===== src/rtl/decode_queue.sv =====
// decode_queue: buffered RV32I/RV64I decode stage.
// A FIFO of fetched instructions feeds a registered decoded-output slot.
module decode_queue #(
    parameter int XLEN     = 32,
    parameter int DEPTH    = 4,
    parameter int ENABLE_M = 0
) (
    input  logic                   clk,
    input  logic                   rst,
    input  logic                   flush,
    input  logic                   in_valid,
    output logic                   in_ready,
    input  logic [31:0]            in_instr,
    input  logic [XLEN-1:0]        in_pc,
    output logic                   out_valid,
    input  logic                   out_ready,
    output logic [XLEN-1:0]        out_pc,
    output logic [2:0]             func3,
    output logic [6:0]             func7,
    output logic [4:0]             rs1,
    output logic [4:0]             rs2,
    output logic [4:0]             rd,
    output logic [XLEN-1:0]        imme,
    output logic [8:0]             itype,
    output logic                   illegal,
    output logic [$clog2(DEPTH):0] level
);
    localparam int AW = $clog2(DEPTH);
    localparam logic [AW:0] FULL = DEPTH[AW:0];
    localparam bit RV64 = (XLEN == 64);
    localparam bit M_EN = (ENABLE_M != 0);

    logic [31:0]     instr_mem [DEPTH];
    logic [XLEN-1:0] pc_mem    [DEPTH];
    logic [AW-1:0]   wr_ptr;
    logic [AW-1:0]   rd_ptr;
    logic            push;
    logic            pop;

    assign in_ready = (level < FULL) && !rst;
    assign push     = in_valid && in_ready && !flush;
    assign pop      = (level != '0) && (!out_valid || out_ready) && !flush;

    logic [31:0]        hd;
    logic [6:0]         op;
    logic [2:0]         f3;
    logic [6:0]         f7;
    logic [8:0]         cls;
    logic               bad;
    logic               sh_zero;
    logic               sh_alt;
    logic signed [31:0] imm32;
    logic [XLEN-1:0]    dec_imm;
    logic [4:0]         dec_rs1;
    logic [4:0]         dec_rs2;

    assign hd = instr_mem[rd_ptr];
    assign op = hd[6:0];
    assign f3 = hd[14:12];
    assign f7 = hd[31:25];

    // RV64 shift amounts use bit 25, so only [31:26] must be clear
    assign sh_zero = RV64 ? (hd[31:26] == 6'b000000) : (hd[31:25] == 7'b0000000);
    assign sh_alt  = RV64 ? (hd[31:26] == 6'b010000) : (hd[31:25] == 7'b0100000);

    always_comb begin
        cls = '0;
        unique case (op)
            7'b0010011: cls[0] = 1'b1;
            7'b0000011: cls[1] = 1'b1;
            7'b0100011: cls[2] = 1'b1;
            7'b0110011: cls[3] = 1'b1;
            7'b1101111: cls[4] = 1'b1;
            7'b1100111: cls[5] = 1'b1;
            7'b0110111: cls[6] = 1'b1;
            7'b0010111: cls[7] = 1'b1;
            7'b1100011: cls[8] = 1'b1;
            default:    cls    = '0;
        endcase
    end

    always_comb begin
        bad = 1'b0;
        unique case (1'b1)
            cls[3]:  bad = !(f7 == 7'b0000000 || f7 == 7'b0100000
                             || (M_EN && f7 == 7'b0000001))
                           || (f7 == 7'b0100000 && !(f3 == 3'b000 || f3 == 3'b101));
            cls[0]:  bad = (f3 == 3'b001 && !sh_zero)
                           || (f3 == 3'b101 && !(sh_zero || sh_alt));
            cls[5]:  bad = (f3 != 3'b000);
            cls[1]:  bad = RV64 ? (f3 == 3'b111)
                                : (f3 == 3'b011 || f3 == 3'b110 || f3 == 3'b111);
            cls[2]:  bad = f3 > (RV64 ? 3'd3 : 3'd2);
            cls[8]:  bad = (f3 == 3'b010 || f3 == 3'b011);
            default: bad = (cls == '0);
        endcase
    end

    always_comb begin
        imm32 = '0;
        unique case (1'b1)
            cls[0], cls[1], cls[5]: imm32 = {{20{hd[31]}}, hd[31:20]};
            cls[2]:  imm32 = {{20{hd[31]}}, hd[31:25], hd[11:7]};
            cls[8]:  imm32 = {{19{hd[31]}}, hd[31], hd[7], hd[30:25], hd[11:8], 1'b0};
            cls[4]:  imm32 = {{11{hd[31]}}, hd[31], hd[19:12], hd[20], hd[30:21], 1'b0};
            cls[6], cls[7]: imm32 = {hd[31:12], 12'b0};
            default: imm32 = '0;
        endcase
    end

    assign dec_imm = XLEN'(imm32);
    assign dec_rs1 = (|{cls[0], cls[1], cls[2], cls[3], cls[5], cls[8]}) ? hd[19:15] : 5'd0;
    assign dec_rs2 = (|{cls[2], cls[3], cls[8]}) ? hd[24:20] : 5'd0;

    always_ff @(posedge clk) begin
        if (push) begin
            instr_mem[wr_ptr] <= in_instr;
            pc_mem[wr_ptr]    <= in_pc;
        end
    end

    always_ff @(posedge clk) begin
        if (rst || flush) begin
            wr_ptr    <= '0;
            rd_ptr    <= '0;
            level     <= '0;
            out_valid <= 1'b0;
        end else begin
            if (push) wr_ptr <= wr_ptr + 1'b1;
            if (pop)  rd_ptr <= rd_ptr + 1'b1;
            if (push && !pop)      level <= level + 1'b1;
            else if (!push && pop) level <= level - 1'b1;
            if (pop)            out_valid <= 1'b1;
            else if (out_ready) out_valid <= 1'b0;
        end
    end

    // Slot fields survive flush and drain; only reset clears them
    always_ff @(posedge clk) begin
        if (rst) begin
            out_pc  <= '0;
            func3   <= '0;
            func7   <= '0;
            rs1     <= '0;
            rs2     <= '0;
            rd      <= '0;
            imme    <= '0;
            itype   <= '0;
            illegal <= 1'b0;
        end else if (pop) begin
            out_pc  <= pc_mem[rd_ptr];
            func3   <= f3;
            func7   <= f7;
            rd      <= hd[11:7];
            rs1     <= bad ? 5'd0 : dec_rs1;
            rs2     <= bad ? 5'd0 : dec_rs2;
            imme    <= bad ? '0 : dec_imm;
            itype   <= bad ? 9'd0 : cls;
            illegal <= bad;
        end
    end
endmodule


===== config.mk =====
export PLATFORM = sky130hd
export DESIGN_NAME = decode_queue
export DESIGN_NICKNAME = d
export VERILOG_FILES = /design/src/rtl/decode_queue.sv
export SDC_FILE = /design/constraint.sdc
export NUM_CORES = 1
export LEC_CHECK = 0
export BUFFER_PORTS_ARGS = -buffer_cell sky130_fd_sc_hd__buf_2
export CORE_MARGIN = 3
export CORE_UTILIZATION = 50
export CTS_CLUSTER_SIZE = 30
export DETAILED_ROUTE_END_ITERATION = 8
export MAX_ROUTING_LAYER = met4
export PLACE_DENSITY = 0.72
export SETUP_SLACK_MARGIN = 0.1
export SLEW_MARGIN = 15
export SYNTH_ARGS = -nofsm -noshare
export SYNTH_HDL_FRONTEND = slang
export SYNTH_SLANG_ARGS = --single-unit

===== constraint.sdc =====
create_clock -name clk -period 7.2 [get_ports clk]
set_clock_uncertainty 0.1 [all_clocks]
set_input_delay 0.72 -clock clk [delete_from_list [all_inputs] [get_ports clk]]
set_output_delay 0.72 -clock clk [all_outputs]
set_load 0.05 [all_outputs]

Yosys cells after proc, flatten, opt, wreduce, memory -nomap -nowiden. Memories as Yosys holds them, arrays and structs flattened. A register that Yosys moved wholly into a read port is not among the register bits. Index checks and enable logic that the tools add are counted.

Register bits after elaboration: 75. Bits in latches: 0. RAM bits: 256. Memory bits (read-only): 0. Output and inout port bits: 104. Logic and storage cells: 99. Memories: 2.

Memory list: instr_mem (depth 4, width 32, read ports 1, clocked after Yosys merged registers in 1, write ports 1, line 33) `logic [31:0] instr_mem [DEPTH];`; pc_mem (depth 4, width 32, read ports 1, clocked after Yosys merged registers in 1, write ports 1, line 34) `logic [XLEN-1:0] pc_mem [DEPTH];`.

Add/subtract/negate cells: 4. $mul: 0. Divide/modulo/power cells: 0. Magnitude comparators: 2. Eq/ne operators: 16. Shift operators: 0. Multiplexer cells: 25. Bitwise logic cells: 0. Reduce and logical (&&, ||, !) cells: 38.

Operators by type and width (number): case mux 32 bit (5 select lines) (1); 2-to-1 mux 32 bit (1); == test 7 x 6 -> 1 bit, second input constant (4); == test 7 bit, second input constant (3); 2-to-1 mux 5 bit (4); == test 7 x 5 -> 1 bit, second input constant (2); 2-to-1 mux 1 bit (13); logical AND 1 bit (10); == test 3 bit, second input constant (3); logical NOT 9 bit (1); logical OR 1 bit (9); 2-to-1 mux 9 bit (1); logical NOT 1 bit (8); == test 7 x 2 -> 1 bit, second input constant (1); logical NOT 7 bit (1); == test 3 x 2 -> 1 bit, second input constant (2); 2-to-1 mux 3 bit (2); case mux 1 bit (6 select lines) (1); nonzero test 3 bit (2); OR reduction 3 bit (2); OR reduction 6 bit (1); adder 2 x 1 -> 2 bit, second input constant (2); 2-to-1 mux 2 bit (2); nonzero test 2 bit (2); 7 further kinds (7).

Longest topological paths before layout. Gate-level depths: netlist of the first run.

Depth in word-level cells: 8. Depth in mapped cells: 11. Depth with buffers taken out: 9.

Least setup slack after synthesis of the first run. Ideal clock, no wire load.

Kind: input port to flip-flop. Start: in flush. End: mem instr_mem[0][0] (enable). Setup time: 429 ps. Arrival: 2957 ps. Required time: 6671 ps. Slack: 3714 ps. Cell stages on the path: 4. Path through: or2_2 -> clkbuf_1 -> nor2b_1 -> and2_1.

Word-level cells in the longest chain between the ends: 4.

Ends and longest elaborated chain: from (decl) (line 10) `input logic flush,`; logical NOT 1 bit (line 41) `assign push = in_valid && in_ready && !flush;`; logical AND 1 bit (line 41); named net push (line 37) `logic push;`; 2-to-1 mux 1 bit (line 116) `if (push) begin`; 2-to-1 mux 1 bit (not written as such) (line 117) `instr_mem[wr_ptr] <= in_instr;`; to (decl) (line 33).

The timed path passes the listed nets, and every way through them passes these cells.

==> results of run 1 <==
-- worst reg2reg max path, stage by stage, from the launching register on --
cell and delay (ns):
dfxtp_2 0.31, buf_4 0.52, mux4_1 0.90, or2_2 0.38, a21oi_1 0.25, o211ai_1 0.28
or4_4 0.63, o31ai_1 0.24
-- final cells by class --
| cell class | count | area share |
|---|---|---|
| Multi-Input combinational cell | 434 | 0.223 |
| Inverter | 15 | 0.00349 |
| Antenna cell | 5 | 0.000776 |
| Sequential cell | 365 | 0.612 |
| Timing Repair Buffer | 183 | 0.0585 |
| Clock buffer | 52 | 0.0673 |
| Clock inverter | 14 | 0.00768 |
| Tap cell | 341 | 0.0265 |
-- logic make-up (layout without fill, tap and decap cells) --
logic type	Yosys count	in the layout	synth area share
adders and majority gates	6	6	0.00602
xor gates and xnor gates	5	5	0.00319
other	0	5	0
buffers and inverters	65	264	0.0208
DFF	365	365	0.719
muxes	69	69	0.109
and+or+nand+nor	203	203	0.0676
AOI/OAI and AO/OA	151	151	0.0745
-- state kept, by name (all words and copies together), names as in the netlist, named ones only --
register	flops
func3	3
func7	7
illegal	1
imme	32
instr_mem	128
itype	9
level	3
out_pc	32
out_valid	1
pc_mem	128
rd	5
rd_ptr	2
rs1	5
rs2	5
wr_ptr	2
-- worst min path at each step --
stage | start | endpoint | cells past startpoint
floorplan | wr_ptr[0] | wr_ptr[0] | 2
global placement | imme[7] | imme[7] | 2
detailed placement | imme[8] | imme[8] | 2
CTS | in_instr[20] | instr_mem[1][20] | 1
global route | in_instr[2] | instr_mem[1][2] | 1
finish | in_instr[20] | instr_mem[1][20] | 1
-- report_power, final --
group / switching, mW / internal [mW]
clock: 0.759 / 1.12
combinational: 0.165 / 0.0677
sequential: 0.0130 / 2.28
-- metrics by stage --
| stage | hold slack [ns] | worst slack (ns) | util | instances | cell area [µm²] |
|---|---|---|---|---|---|
| floorplan | 0.438 | 3.71 | - | 864 | 13700 |
| finish | 0.301 | 3.52 | 0.598 | 1409 | 16100 |
| global route | 0.299 | 3.25 | 0.598 | 1408 | 16100 |
| CTS | 0.283 | 3.53 | 0.597 | 1404 | 16100 |
| detailed placement | 0.337 | 3.37 | 0.553 | 1338 | 14900 |
| global placement | 0.338 | 3.43 | 0.553 | 1338 | 14900 |
-- synthesized netlist by cell type (all sizes together), types with 2 or more instances --
master    n  share of area
nand2b    4         0.0018
a211oi    4         0.0026
mux2i     5         0.0036
edfxtp  256           0.56
o31ai     6         0.0036
nand4     3         0.0014
ha        5         0.0046
nand3     6         0.0022
nor2     21         0.0057
and3      2        0.00091
and2      9         0.0041
inv      15         0.0041
mux2      3         0.0025
nor3      8         0.0029
a22oi     2         0.0011
or3       6         0.0027
nand2   123          0.034
xor2      3         0.0019
buf      17         0.0077
or2       4         0.0018
a21o     12         0.0066
clkbuf   33         0.0090
nor4b     2         0.0013
nor4      7         0.0047
nor2b     5         0.0023
xnor2     2         0.0013
mux4     61           0.10
a22o     35          0.022
dfxtp   109           0.16
a21oi    59          0.022
o211ai    5         0.0027
a32o      3         0.0022
o21ai    19         0.0069
or4       2         0.0014
-- layer usage --
metal | routed length (µm) | up-vias | global-route usage | part of all wire
li1 | - | 3670 | - | -
met1 | 12600 | 4004 | 0.267 | 0.43
met2 | 14300 | 298 | 0.335 | 0.48
met3 | 1880 | 49 | 0.0386 | 0.064
met4 | 723 | 0 | 0.0651 | 0.024
met5 | 0 | - | - | 0
==> flow_metrics.py, run 1 <==
metrics = {
    "run_status": {
        "outcome": "completed",
    },
    "critical_path": {
        "crit_slowest_cell": "mux4_1",
        "r2r_cells": 7,
        "cp_cell_sequence": "buf_4 -> mux4_1 -> or2_2 -> a21oi_1 -> o211ai_1 -> or4_4 -> o31ai_1",
        "slowest_delay_ns": 0.88,
        "rr_endpoint": "rs1[0]",
        "worstSetupPathType": "flop to flop",
        "regToRegSetupSlack_ns": 3.52,
        "path_depth": 7,
        "path_buf_inv": 1,
        "crit_required_ns": 7.53,
        "setup.worst_path.end_class": "flop",
        "path_max_fanout": 35,
        "cp-endpoint": "rs1[0]",
        "crit_family": "simple AND/OR/NAND/NOR gates",
        "worst_setup_path_start_kind": "flop",
        "crit_arrival_ns": 4.02,
    },
    "final_layout": {
        "fill_cells": 2042,
        "drive_gt1_frac": 0.294,
        "layout_commonest_cell": "edfxtp_1",
        "register_area_mm2": 0.00987,
        "final_cell_mix": "edfxtp_1 (256), buf_2 (172), nand2_1 (123)",
        "syn_to_final_growth_pct": 17.4,
        "multi_input_area_mm2": 0.00360,
        "nNetsFinal": 1111,
    },
    "grt": {
        "overflow": 0,
        "grt_max_degree": 65,
        "antenna_found_initial": 4,
        "grtUsageTotal": 0.207,
        "grt_pass1_vias": 8061,
        "grt_first_pass_wirelength_um": 45300,
    },
    "clock_network": {
        "post_cts_resized": 0,
        "cts_hold_buf": 0,
        "cts_buffers": 37,
        "clock_sinks": 365,
        "cts_max_level": 2,
        "clk_pin_slew_ns": 0.07,
        "insertion_delay_ns": 0.53,
        "cts_tree": "built",
        "clock_path_buffers": 3,
        "root_buffer": "clkbuf_16",
        "post_cts_buffers": 0,
    },
    "route": {
        "wirelength_um": 29500,
        "ant_nets": 0,
        "viasPerCell": 5.69,
        "drc": 0,
        "post_drt_wl_per_cell_um": 21.0,
        "drt_iter0_drc": 612,
        "dr_total_vias": 8021,
        "drt_first_pass_iters": 5,
    },
    "die": {
        "coreArea_mm2": 0.0270,
        "chipWidth_um": 172,
        "initial_core_util": 0.509,
        "die_area_mm2": 0.0295,
        "die_h_um": 172,
        "io_pins": 173,
        "rows": 60,
    },
    "synth": {
        "synth-edff-count": 256,
        "synth_top_flop_cell": "edfxtp_1",
        "yosys_warnings": 0,
        "ys_seq_elements": 365,
        "syn_area_per_cell_um2": 15.9,
        "synth_cell_type_count": 51,
        "syn_area_mm2": 0.0137,
        "synthCells": 864,
        "synthArstFlopShare": 0,
        "ys_seq_area_frac": 0.719,
        "syn_nets": 939,
    },
    "place": {
        "dp_hpwl_um": 17500,
        "routabilityCongestion": 0.847,
        "io_buffers": 172,
    },
    "sta": {
        "setup_violations": 0,
        "finalCritPeriodShare": 0.512,
        "drv_slew": 0,
        "final_hold_viol_count": 0,
        "min_period_ns": 3.68,
        "grt_setup_unrepaired": "no",
        "worst_slew_pin_slew_ns": 1.05,
        "finalSetupTns_ns": 0,
        "timing.fmax_mhz": 271,
        "relSlewSlack": 0.303,
    },
    "flow_run": {
        "maxCapViolCount": 0,
    },
    "pwr": {
        "finalPower_mw": 4.40,
        "leakage_nw": 5.79,
        "p_per_area_mw_per_mm2": 273,
        "irDropWorstVdd_mv": 0.199,
    },
    "worst_hold_path": {
        "hold_path.class": "input pin to flop",
    },
}
No activity file was read; power rests on OpenSTA's default activity.
==> run 2, diff against run 1 <==
Settings changed: ABC_AREA from default to 1, PLACE_DENSITY 0.72 to 0.75.
Clock period 7.2 ns to 3 ns, I/O delays scaled along.
==> run 2 against run 1 <==
  * Die area is 5.5% higher
  * Clock power is 130% higher
  * Sequential share of layout area is 5.4 points lower
  * Synthesized cell count is 62% higher
  * Total power is 140% higher
  * Clock-buffer cell count is 3 higher
  * Maximum frequency is 36% higher
  * Register-to-register slack worse by 3.2 ns
  * Cell count is 45% higher
  * Synthesized area is 5.7% higher
  * Largest power group unchanged
  * Highest routed layer unchanged
==> flow_metrics.py, run 2 <==
metrics = {
    "synth": {
        "synth-compound-area-share": 0.0933,
        "synth_fa_ha_area_frac": 0.00569,
        "yosys_warnings": 0,
        "syn_area_per_cell_um2": 10.4,
        "synth_top_area_cell": "edfxtp_1",
        "synthMuxAreaShare": 0,
        "synth_cell_type_count": 36,
        "synthArstFlopShare": 0,
        "synth_top_area_share": 0.530,
        "synth_top_cells_by_count": "nand2_1 (284), edfxtp_1 (256), nor2_1 (252)",
        "synth-simple-area-share": 0.176,
        "synthCells": 1399,
        "syn_area_mm2": 0.0145,
        "synth-edff-count": 256,
        "syn_nets": 1474,
        "synth_top_family_by_area": "simple AND/OR/NAND/NOR gates",
        "synth-xor-area-share": 0.000604,
        "synth_top_flop_cell": "edfxtp_1",
        "synth_most_common_cell": "nand2_1",
        "ys_seq_elements": 365,
        "ys_seq_area_frac": 0.680,
        "synth_area_leaders": "edfxtp_1 (53%), dfxtp_1 (15%), nand2_1 (7.3%)",
    },
    "route": {
        "drt_iter0_drc": 932,
        "ant_nets": 0,
        "viasPerCell": 5.27,
        "drt_first_pass_iters": 5,
        "drc": 0,
        "wirelength_um": 34500,
        "post_drt_wl_per_cell_um": 16.9,
        "dr_total_vias": 10759,
    },
    "sta": {
        "finalSetupTns_ns": 0,
        "min_period_ns": 2.71,
        "grt_setup_unrepaired": "yes",
        "final_hold_viol_count": 0,
        "drv_slew": 0,
        "relSlewSlack": 0.454,
        "whs_ns": 0.0518,
        "finalCritPeriodShare": 0.902,
        "worst_slew_pin_slew_ns": 0.814,
        "timing.final.ws_setup_ns": 0.295,
        "timing.fmax_mhz": 370,
        "setup_violations": 0,
    },
    "critical_path": {
        "crit_slowest_cell": "dfxtp_1",
        "crit_family": "simple AND/OR/NAND/NOR gates",
        "worst_setup_path_start_kind": "flop",
        "slowest_delay_ns": 0.35,
        "worstSetupPathType": "flop to flop",
        "crit_arrival_ns": 3.05,
        "cp_cell_sequence": "buf_4 -> nand3_1 -> nand2_1 -> nand2_2 -> nor2_4 -> nand2_1 -> nand2_2 -> nor2_4 -> nand3_2 -> nand2_2 -> nor2_4 -> nand2_1 -> a21oi_1",
        "path_max_fanout": 29,
        "crit_required_ns": 3.34,
        "path_buf_inv": 1,
        "setup.worst_path.end_class": "flop",
    },
    "flow_run": {
        "maxCapViolCount": 0,
    },
    "grt": {
        "grt_max_degree": 70,
        "grtUsageTotal": 0.223,
        "overflow": 0,
        "grt_pass1_vias": 10339,
        "grt_first_pass_wirelength_um": 54000,
        "antenna_found_initial": 2,
    },
    "clock_network": {
        "insertion_delay_ns": 0.53,
        "cts_tree": "built",
        "root_buffer": "clkbuf_16",
        "cts_max_level": 2,
        "clock_sinks": 365,
        "clock_path_buffers": 3,
        "cts_buffers": 37,
        "clk_pin_slew_ns": 0.06,
    },
    "die": {
        "chipWidth_um": 176,
        "die_area_mm2": 0.0311,
        "io_pins": 173,
        "initial_core_util": 0.515,
        "die_h_um": 176,
        "rows": 61,
        "coreArea_mm2": 0.0282,
    },
    "final_layout": {
        "final_cell_mix": "nand2_1 (284), edfxtp_1 (256), nor2_1 (248)",
        "layout_commonest_cell": "nand2_1",
        "stdcell_area_mm2": 0.0177,
        "utilization": 0.628,
        "final_cells": 2040,
        "reg.largest.list": "instr_mem: 128 flops, pc_mem: 128 flops",
        "drive_gt1_frac": 0.183,
        "nNetsFinal": 1706,
        "syn_to_final_growth_pct": 22.0,
        "fill_cells": 2163,
    },
    "pwr": {
        "finalPower_mw": 10.7,
        "power.net_switching_mw": 2.48,
        "p_int_mw": 8.21,
        "leakage_nw": 6.86,
        "power_frac_clock": 0.407,
        "seqPwrFrac": 0.518,
        "p_per_area_mw_per_mm2": 604,
        "pwr-share-comb": 0.075,
        "swShare": 0.232,
        "irDropWorstVdd_mv": 0.538,
    },
    "worst_hold_path": {
        "hold_path.class": "input pin to flop",
    },
    "place": {
        "dpl_cell_area_mm2": 0.0158,
        "io_buffers": 172,
        "dp.cells": 1900,
        "dp_hpwl_um": 20400,
        "routabilityCongestion": 0.917,
        "place_ws_ns": 0.211,
    },
    "run_status": {
        "outcome": "completed",
    },
}
[run 2: cell types whose count changed in the layout (fill, tap and decap cells not counted), moves of 32 or more]
cell / before / now
nand3_1: 6 / 59
a22o_1: 35 / 0
a31oi_1: 0 / 32
nand2_1: 123 / 284
mux4_2: 51 / 0
dlygate4sd3_1: 0 / 65
inv_1: 14 / 59
o21ai_0: 19 / 137
nor2_1: 20 / 248
[run 2: final timing paths]
| kind | start | endpoint | slack, ns | cells after the start |
|---|---|---|---|---|
| hold / removal | out_ready | out_valid | 0.05 | 4 |
| hold reg to reg | func7[4] | func7[4] | 0.35 | 2 |
| setup reg to reg | flop | imme[18] | 0.29 | 13 |
| setup / recovery | flop | imme[18] | 0.29 | 13 |
[run 2: worst register-to-register path, cell delays in order (launching register included)]
cell and delay [ns]:
dfxtp_1 0.35, buf_4 0.33, nand3_1 0.13, nand2_1 0.17
nand2_2 0.11, nor2_4 0.19, nand2_1 0.21, nand2_2 0.15
nor2_4 0.07, nand3_2 0.08, nand2_2 0.19, nor2_4 0.32
nand2_1 0.09, a21oi_1 0.15
[run 2: cell type report]
type / count / area [µm²] / share of cell area
clock inverter: 13 / 90.1 / 0.00509
timing repair buffer: 268 / 1860 / 0.105
sequential: 365 / 9870 / 0.558
tap: 378 / 473 / 0.0267
multi-input combinational: 893 / 4080 / 0.230
clock buffer: 55 / 1070 / 0.0603
inverter: 66 / 250 / 0.0141
antenna: 2 / 5.00 / 0.000283
[run 2: cell families after synthesis]
logic type / count (synthesis)
AO/OA/AOI/OAI: 255
XOR/XNOR: 1
adder cells (fa/ha/maj): 6
buffers and inverters: 144
flip-flops: 365
AND/OR/NAND/NOR: 628
[run 2: power by group through the flow]
stage                     clock network [mW]  registers [mW]  logic, mW
after global placement                     0            5.64      0.699
after floorplan                            0            5.82      0.297
after global routing                    4.61            5.54      0.873
after detailed placement                   0            5.64      0.714
final                                   4.35            5.54      0.804
after CTS                               4.41            5.53      0.787
[run 2: routing by layer]
metal / GRT usage / up-vias / wire (µm)
li1: - / 5220 / -
met1: 0.293 / 5041 / 14700
met2: 0.356 / 410 / 16300
met3: 0.0411 / 88 / 2440
met4: 0.0723 / 0 / 1000
met5: - / - / 0
[run 2: timing repair]
action / CTS / global route
gates resized for setup: 0 / 3
setup endpoints to repair: 0 / 42
hold buffers: 65 / 0
endpoints found under the hold margin: 258 / 0
buffers inserted: 0 / 2
==> run 3, diff against run 2 <==
Settings changed: PLACE_DENSITY 0.75 to 0.8.
==> run 3 against run 2 <==
  * Largest cell class unchanged
  * Highest routed layer unchanged
  * Worst setup slack improved by 0.0053 ns
  * Critical path type unchanged
  * Flip-flop and latch count stayed put
  * Design area grew 0.31%
  * Maximum frequency up 0.20%
==> flow_metrics.py, run 3 (synthesized netlist as in run 2, its figures left out) <==
metrics = {
    "run_status": {
        "outcome": "completed",
    },
    "critical_path": {
        "worst_setup_path_start_kind": "flop",
        "regToRegSetupSlack_ns": 0.30,
        "crit_slowest_cell": "dfxtp_2",
        "path_max_fanout": 15,
        "rr_endpoint": "imme[7]",
        "path_buf_inv": 2,
        "cp_cell_sequence": "buf_4 -> nand2_1 -> nand3_1 -> nand2_1 -> nand2_2 -> nor2_4 -> nand2_1 -> nand2_2 -> nor2_4 -> nand3_2 -> nand2_4 -> nor2_4 -> buf_12 -> nand2_1 -> a21oi_1",
        "setup.worst_path.end_class": "flop",
        "crit_family": "simple AND/OR/NAND/NOR gates",
        "path_depth": 15,
        "slowest_delay_ns": 0.48,
        "crit_arrival_ns": 2.98,
        "crit_required_ns": 3.28,
        "r2r_cells": 15,
        "worstSetupPathType": "flop to flop",
        "crit_path_frequent_cell": "nand2_1",
    },
    "final_layout": {
        "nNetsFinal": 1702,
        "utilization": 0.630,
        "final_cell_mix": "nand2_1 (284), edfxtp_1 (256), nor2_1 (248)",
        "syn_to_final_growth_pct": 22.4,
        "drive_gt1_frac": 0.181,
        "stdcell_area_mm2": 0.0178,
        "reg.largest.list": "instr_mem: 128 flops, pc_mem: 128 flops",
        "layout_commonest_cell": "nand2_1",
    },
    "grt": {
        "grt_pass1_vias": 10523,
        "grt_max_degree": 70,
        "grt_first_pass_wirelength_um": 55100,
        "antenna_found_initial": 3,
        "grtUsageTotal": 0.228,
        "overflow": 0,
    },
    "route": {
        "dr_total_vias": 11008,
        "drt_first_pass_iters": 5,
        "wirelength_um": 35200,
        "ant_nets": 0,
        "drt_iter0_drc": 1096,
        "post_drt_wl_per_cell_um": 17.3,
        "viasPerCell": 5.41,
        "drc": 0,
    },
    "sta": {
        "min_period_ns": 2.70,
        "relSlewSlack": 0.524,
        "worst_slew_pin_slew_ns": 0.714,
        "timing.fmax_mhz": 370,
        "whs_ns": 0.0165,
        "finalCritPeriodShare": 0.900,
        "finalSetupTns_ns": 0,
        "final_hold_viol_count": 0,
        "drv_slew": 0,
        "setup_violations": 0,
        "grt_setup_unrepaired": "no",
    },
    "worst_hold_path": {
        "worstHoldStart": "rst",
        "hold_path.class": "input pin to flop",
        "worstHoldEndpoint": "level[0]",
        "hold_depth": 4,
    },
    "clock_network": {
        "cts_tree": "built",
        "cts_buffers": 38,
        "cts_max_level": 2,
        "root_buffer": "clkbuf_16",
        "clock_sinks": 365,
        "clk_pin_slew_ns": 0.06,
        "insertion_delay_ns": 0.54,
        "clock_path_buffers": 3,
    },
    "pwr": {
        "finalPower_mw": 11.1,
        "leakage_nw": 6.88,
        "p_per_area_mw_per_mm2": 623,
        "irDropWorstVdd_mv": 0.554,
    },
    "die": {
        "rows": 61,
        "chipWidth_um": 176,
        "coreArea_mm2": 0.0282,
        "initial_core_util": 0.515,
        "die_area_mm2": 0.0311,
        "io_pins": 173,
        "die_h_um": 176,
    },
    "place": {
        "io_buffers": 172,
        "dpl_cell_area_mm2": 0.0158,
        "routabilityCongestion": 0.902,
        "dp_hpwl_um": 20700,
    },
    "flow_run": {
        "maxCapViolCount": 0,
    },
}
[run 3: changes by cell type in the layout (fill, tap and decap cells not counted), moves of 2 or more]
cell       change
clkbuf_1       -3
clkinv_8       +2
clkinv_1       +2
clkinv_2       -3
bufinv_16      +3
buf_12         -3
clkbuf_16      +2
[run 3: how the worst max path moves through the flow]
stage                       to  slack, ns
6_report               imme[7]       0.30
5_1_grt               imme[31]       0.15
4_1_cts               imme[18]       0.13
3_5_place_dp          imme[18]       0.15
3_3_place_gp            rs1[0]       0.26
2_1_floorplan  instr_mem[0][0]      -0.18
[run 3: worst register-to-register path: stages, from the launching register on]
cell and delay, ns:
dfxtp_2 0.48, buf_4 0.25, nand2_1 0.07, nand3_1 0.08, nand2_1 0.13, nand2_2 0.15, nor2_4 0.07, nand2_1 0.25
nand2_2 0.12, nor2_4 0.22, nand3_2 0.14, nand2_4 0.18, nor2_4 0.06, buf_12 0.15, nand2_1 0.06, a21oi_1 0.06
[run 3: final cells by class]
type | count | area [µm²]
clock buffer | 53 | 1090
sequential | 365 | 9870
clock inverter | 15 | 194
fill | 2159 | 10400
inverter | 66 | 253
tap | 378 | 473
timing repair buffer | 263 | 1780
multi-input combinational | 893 | 4080
antenna | 3 | 7.51
[run 3: report_power, final]
| part | internal (mW) | leakage, nW | switching (mW) |
|---|---|---|---|
| Sequential | 5.49 | 3.20 | 0.0510 |
| Combinational | 0.233 | 3.05 | 0.571 |
| Clock | 2.82 | 0.630 | 1.90 |
[run 3: stage by stage]
stage | worst slack [ns] | std cells
finish | 0.300 | 2036
global route | 0.151 | 2036
CTS | 0.127 | 2029
detailed placement | 0.146 | 1897
global placement | 0.262 | 1897
floorplan | -0.180 | 1399
[run 3: metal layers]
layer / track usage / wire length (µm) / vias to the layer above
met5: - / 0 / -
met4: 0.0661 / 808 / 0
met3: 0.0357 / 2870 / 68
met2: 0.373 / 17000 / 521
met1: 0.299 / 14500 / 5212
li1: - / - / 5207
[run 3: timing repair]
| action | in CTS | in global routing |
|---|---|---|
| hold buffers | 64 | 0 |
| resized for setup | 0 | 4 |
| buffers inserted | 0 | 1 |
| hold endpoints to repair | 256 | 0 |
| endpoints found under the setup margin | 0 | 43 |
